`config.mk`:
```
export PLATFORM = sky130hd
export DESIGN_NAME = dmem_arbiter
export DESIGN_NICKNAME = d
export VERILOG_FILES = /design/src/rtl/dmem_arbiter.sv
export SDC_FILE = /design/constraint.sdc
export NUM_CORES = 1
export LEC_CHECK = 0
export CAP_MARGIN = 10
export CORE_AREA = 3 3 86 64
export DETAILED_ROUTE_END_ITERATION = 10
export DIE_AREA = 0 0 89 67
export GPL_ROUTABILITY_DRIVEN = 0
export PLACE_DENSITY_LB_ADDON = 0.15
export SLEW_MARGIN = 10
export SYNTH_ARGS = -nofsm -noshare
export SYNTH_HDL_FRONTEND = slang
export SYNTH_SLANG_ARGS = --single-unit
```
`constraint.sdc`:
```
create_clock -name clk -period 1.7 [get_ports clk]
set_input_delay 0.17 -clock clk [delete_from_list [all_inputs] [get_ports clk]]
set_output_delay 0.17 -clock clk [all_outputs]
set_load 0.02 [all_outputs]
```
`src/rtl/dmem_arbiter.sv`:
```
// Two-requester arbiter for the single-port 16x16 data memory.
// The CPU memory stage has priority. A bounded wait counter forces a UART
// slot after MAX_WAIT blocked cycles, stalling the pipeline for one cycle.
module dmem_arbiter #(
    parameter int ADDR_W   = 4,
    parameter int DATA_W   = 16,
    parameter int MAX_WAIT = 4
) (
    input  logic              clk,
    input  logic              reset,
    input  logic              cpu_req,
    input  logic              cpu_we,
    input  logic [ADDR_W-1:0] cpu_addr,
    input  logic [DATA_W-1:0] cpu_wdata,
    output logic [DATA_W-1:0] cpu_rdata,
    output logic              cpu_stall,
    input  logic              uart_req,
    input  logic              uart_we,
    input  logic [ADDR_W-1:0] uart_addr,
    input  logic [DATA_W-1:0] uart_wdata,
    output logic              uart_gnt,
    output logic [DATA_W-1:0] uart_rdata,
    output logic              uart_rvalid,
    output logic              mem_we,
    output logic [ADDR_W-1:0] mem_addr,
    output logic [DATA_W-1:0] mem_wdata,
    input  logic [DATA_W-1:0] mem_rdata
);

    typedef enum logic [1:0] {
        IDLE = 2'd0,
        WAIT = 2'd1,
        RESP = 2'd2
    } arbStateT;

    localparam logic [3:0] MAX_CNT = 4'(MAX_WAIT);

    arbStateT          state;
    arbStateT          nextState;
    logic [3:0]        waitCnt;
    logic [3:0]        nextWait;
    logic              gntRaw;
    logic              stallRaw;
    logic              uartGnt;
    logic              uartRvalidQ;
    logic [DATA_W-1:0] uartRdataQ;

    // State and wait-counter registers; reset clears them without a clock edge.
    always_ff @(posedge clk or negedge reset) begin
        if (!reset) begin
            state   <= IDLE;
            waitCnt <= 4'd0;
        end else begin
            state   <= nextState;
            waitCnt <= nextWait;
        end
    end

    // Next-state, wait-counter update and raw grant/stall decisions.
    always_comb begin
        nextState = state;
        nextWait  = waitCnt;
        gntRaw    = 1'b0;
        stallRaw  = 1'b0;
        case (state)
            IDLE: begin
                if (uart_req && !cpu_req) begin
                    gntRaw    = 1'b1;
                    nextState = RESP;
                end else if (uart_req && cpu_req) begin
                    nextWait  = 4'd1;
                    nextState = WAIT;
                end
            end
            WAIT: begin
                if (!uart_req) begin
                    // Requester abandoned its access: give up and start over.
                    nextWait  = 4'd0;
                    nextState = IDLE;
                end else if (!cpu_req) begin
                    gntRaw    = 1'b1;
                    nextWait  = 4'd0;
                    nextState = RESP;
                end else if (waitCnt < MAX_CNT) begin
                    nextWait = waitCnt + 4'd1;
                end else begin
                    // Starvation bound reached: steal this slot from the CPU.
                    gntRaw    = 1'b1;
                    stallRaw  = 1'b1;
                    nextWait  = 4'd0;
                    nextState = RESP;
                end
            end
            RESP: begin
                // UART request is ignored here so the CPU always gets a slot.
                nextState = IDLE;
            end
            default: begin
                nextState = IDLE;
                nextWait  = 4'd0;
            end
        endcase
    end

    // Memory pin mux; grant, stall and write enable are held low while in reset.
    always_comb begin
        uartGnt   = gntRaw & reset;
        cpu_stall = stallRaw & reset;
        if (uartGnt) begin
            mem_addr  = uart_addr;
            mem_wdata = uart_wdata;
            mem_we    = uart_we;
        end else begin
            mem_addr  = cpu_addr;
            mem_wdata = cpu_wdata;
            mem_we    = cpu_req & cpu_we & reset;
        end
    end

    // Capture UART read data at the grant edge and pulse rvalid for one cycle.
    always_ff @(posedge clk or negedge reset) begin
        if (!reset) begin
            uartRvalidQ <= 1'b0;
            uartRdataQ  <= '0;
        end else begin
            uartRvalidQ <= uartGnt & ~uart_we;
            if (uartGnt && !uart_we) begin
                uartRdataQ <= mem_rdata;
            end
        end
    end

    assign uart_gnt    = uartGnt;
    assign uart_rvalid = uartRvalidQ;
    assign uart_rdata  = uartRdataQ;
    assign cpu_rdata   = mem_rdata;

endmodule
```
==> results.md <==
* Total Routing Usage GR at 0.141
* Design area at about 2800 um^2
* Clock Path Buffers at 2
* Routed Antenna Nets at 0
* Max layer used: met4
* TritonRoute pass-1 iters at 4
* Synth async-reset ratio at 1.00
* Cell variety after synth at 26
* First-pass GRT wire length at 6490 um
* Synth Flop Type: dfrtp_1
* WP buf/inv at 4
* Vias in the first global route at ~1300
* Final wirelength at 5050 um
* CP Cell Sequence: clkdlybuf4s50_1 > nand3b_1 > a21oi_2 > buf_4 > buf_12 > mux2_2 > buf_6
* Rel. slew slack at 0.842
* Fmax at approximately 520 MHz
* Worst hold margin at roughly 320 ps
* Clk_lat worst skew at around 260 ps
* Max-cap violations at 0
* Post-synth EDFFs at 0
* Clock skew at 4.79 ps
* Final WS setup at -213 ps
* Final nets at approximately 290
* Synth Cell Area at ~1300 um^2
* Largest net degree at the start of global routing at 26
* Max Slew Vio Count at 0
* Syn_nets at between 150 and 200
* WL met2 at 2870 um
* Slew of the pin with the lowest slew margin at between 200 and 250 ps
* Drt via density at 4.44
* H-tree Lvls at 1
* Crit-path max FO at 6
* Leakage power at ~0.0012 uW
* Port bufs at 117
* Register area share after synthesis at 0.439
* Setup CP Type: primary input to output port
* Layout cells sized above 1 at 0.377
* Critical Path AT at around 1700 ps
* Seq cells post-synth at 23
* Met1 WL at ~2000 um
* Pwr dens at around 700 nW/um^2
* Initial DRC Count at between 70 and 80
* Clk pin slew, worst setup/hold paths at 80 ps
* CTS Buf Count at 3
* RSZ-0062 raised after global routing: true
* DP HPWL at between 3000 and 4000 um
* Die area at 5960 um^2
* Hold Crit Class: primary input to asynchronous set/reset pin
* Final critical-path required period at approximately 1900 ps
* DRC at 0
* Wire per inst at about 18 um
* Antenna Cells at 0
* Row count at 21
* Initial Util at 0.279
* Final Cycle Share at 1.13
* DIE HEIGHT at around 67 um
* CP required at ~1500 ps
* Vias at approximately 1300
* Final setup viols at 20
* CP peak stage delay at between 500 and 600 ps
* Final Hold Viols at 0
* CP endpoint kind: output port
* Met3 routed WL at between 150 and 200 um
* Violated checks: negative setup slack
* CP top delay family: buffers and inverters
* Clock root cell: clkbuf_8
* CTS sink cnt at 23
* CTS tree: built
* Antenna violations before repair at 0
* Die W at 89 um
* VDD IR-drop max at 495 uV
* Post-DP Area at between 2000 and 3000 um^2
* Core ar. at around 4700 um^2
* Type of origin of the critical path: primary input
* GRT overflow at 0
* Status: complete, but fails checks
* Layout area overhead at 114%
* Synthesized area per cell at 12.3 um^2
* IO Pins at between 100 and 150
* Synth warnings at 0
* Layout filler cell count at roughly 390
* Synth Instances at 107
* Crit path max-delay cell type: clkdlybuf4s50_1
-- stage by stage --
stage               power (uW)   util  setup slack (ps)  setup TNS (ps)  instances
floorplan                 1100      -              28.3               0        107
global placement          1570  0.536              -601          -14300        272
detailed placement        1590  0.536              -655          -16200        272
CTS                       1910  0.538              -261           -5300        279
global route              2070  0.596              -280           -5320        285
finish                    1970  0.596              -213           -3840        285
-- routing by layer --
layer  track usage  vias up
met5             0        -
met4       0.00929        0
met3        0.0346        4
met2         0.255       29
met1         0.176      628
li1              -      603
-- layout by cell type (no fill, tap or decap), drive strengths merged --
master | synthesis | final
a211oi | 2 | 2
a21oi | 3 | 3
and2 | 1 | 1
and3 | 1 | 1
and3b | 1 | 1
buf | 19 | 37
clkbuf | 1 | 9
clkdlybuf4s50 | 0 | 94
dfrtp | 23 | 23
dlymetal6s2s | 0 | 1
ha | 1 | 1
inv | 1 | 1
mux2 | 36 | 36
nand2 | 2 | 2
nand2b | 1 | 1
nand3 | 1 | 1
nand3b | 2 | 2
nand4 | 1 | 1
nor2 | 5 | 5
nor2b | 1 | 1
o211a | 1 | 1
o21a | 1 | 1
o21ai | 2 | 2
o2bb2ai | 1 | 1
-- state kept, by name, summed over array words and instances (netlist names) --
register	cells
uart_rvalid	1
state	2
uart_rdata	16
waitCnt	4
-- Yosys cell counts (all sizes together) (2+ instances only) --
| cell | n | area [um^2] |
|---|---|---|
| nand2 | 2 | 7.51 |
| nand3b | 2 | 15.0 |
| mux2 | 36 | 405 |
| a21oi | 3 | 15.0 |
| dfrtp | 23 | 576 |
| buf | 19 | 141 |
| o21ai | 2 | 13.8 |
| a211oi | 2 | 27.5 |
| nor2 | 5 | 18.8 |
-- final timing paths --
kind	from	end	slack [ps]	depth (start not counted)
setup / recovery	reset	mem_wdata[3]	-210	7
hold / removal	reset	state[0]	320	2
setup reg to reg	state[0]	uart_rdata[6]	20	6
hold reg to reg	uart_rdata[1]	uart_rdata[1]	510	1
max in group asynchronous	reset	state[0]	1170	2
min in group clk	uart_rdata[1]	uart_rdata[1]	510	1
-- power breakdown --
part	leakage (uW)	internal, uW	switching [uW]
Clock	0.0000228	167	159
Combinational	0.000916	547	385
Sequential	0.000284	653	58.8
-- what timing repair did --
action,in CTS,in global routing
setup buffers,2,3
resized for setup,93,57
cloned,1,4
endpoints found under the setup margin,23,31
hold buffers,0,0
hold endpoints to repair,0,0
pin swaps,0,1
-- cell type report --
class	count	area, um^2	area share
repair buffers	137	1450	0.516
inverters	1	3.75	0.00134
flip-flops and latches	23	577	0.206
well taps	57	71.3	0.0255
clock buffers	4	45.0	0.0161
multi-input cells	63	659	0.235
-- kinds of logic (layout without fill, tap and decap cells) --
family,count (synthesis),after routing,share of synthesized area
muxes,36,36,0.309
DFF,23,23,0.439
buffers and inverters,21,142,0.114
and+or+nand+nor,16,16,0.0659
AOI/OAI and AO/OA,10,10,0.0630
adders and majority gates,1,1,0.00954
-- worst reg2reg max path: stages, from the launching register on --
cell	delay [ps]
dfrtp_2	430
o21ai_2	100
buf_4	170
a211oi_4	230
buf_6	160
clkbuf_16	160
mux2_2	330
No activity file was read; power rests on OpenSTA's default activity.
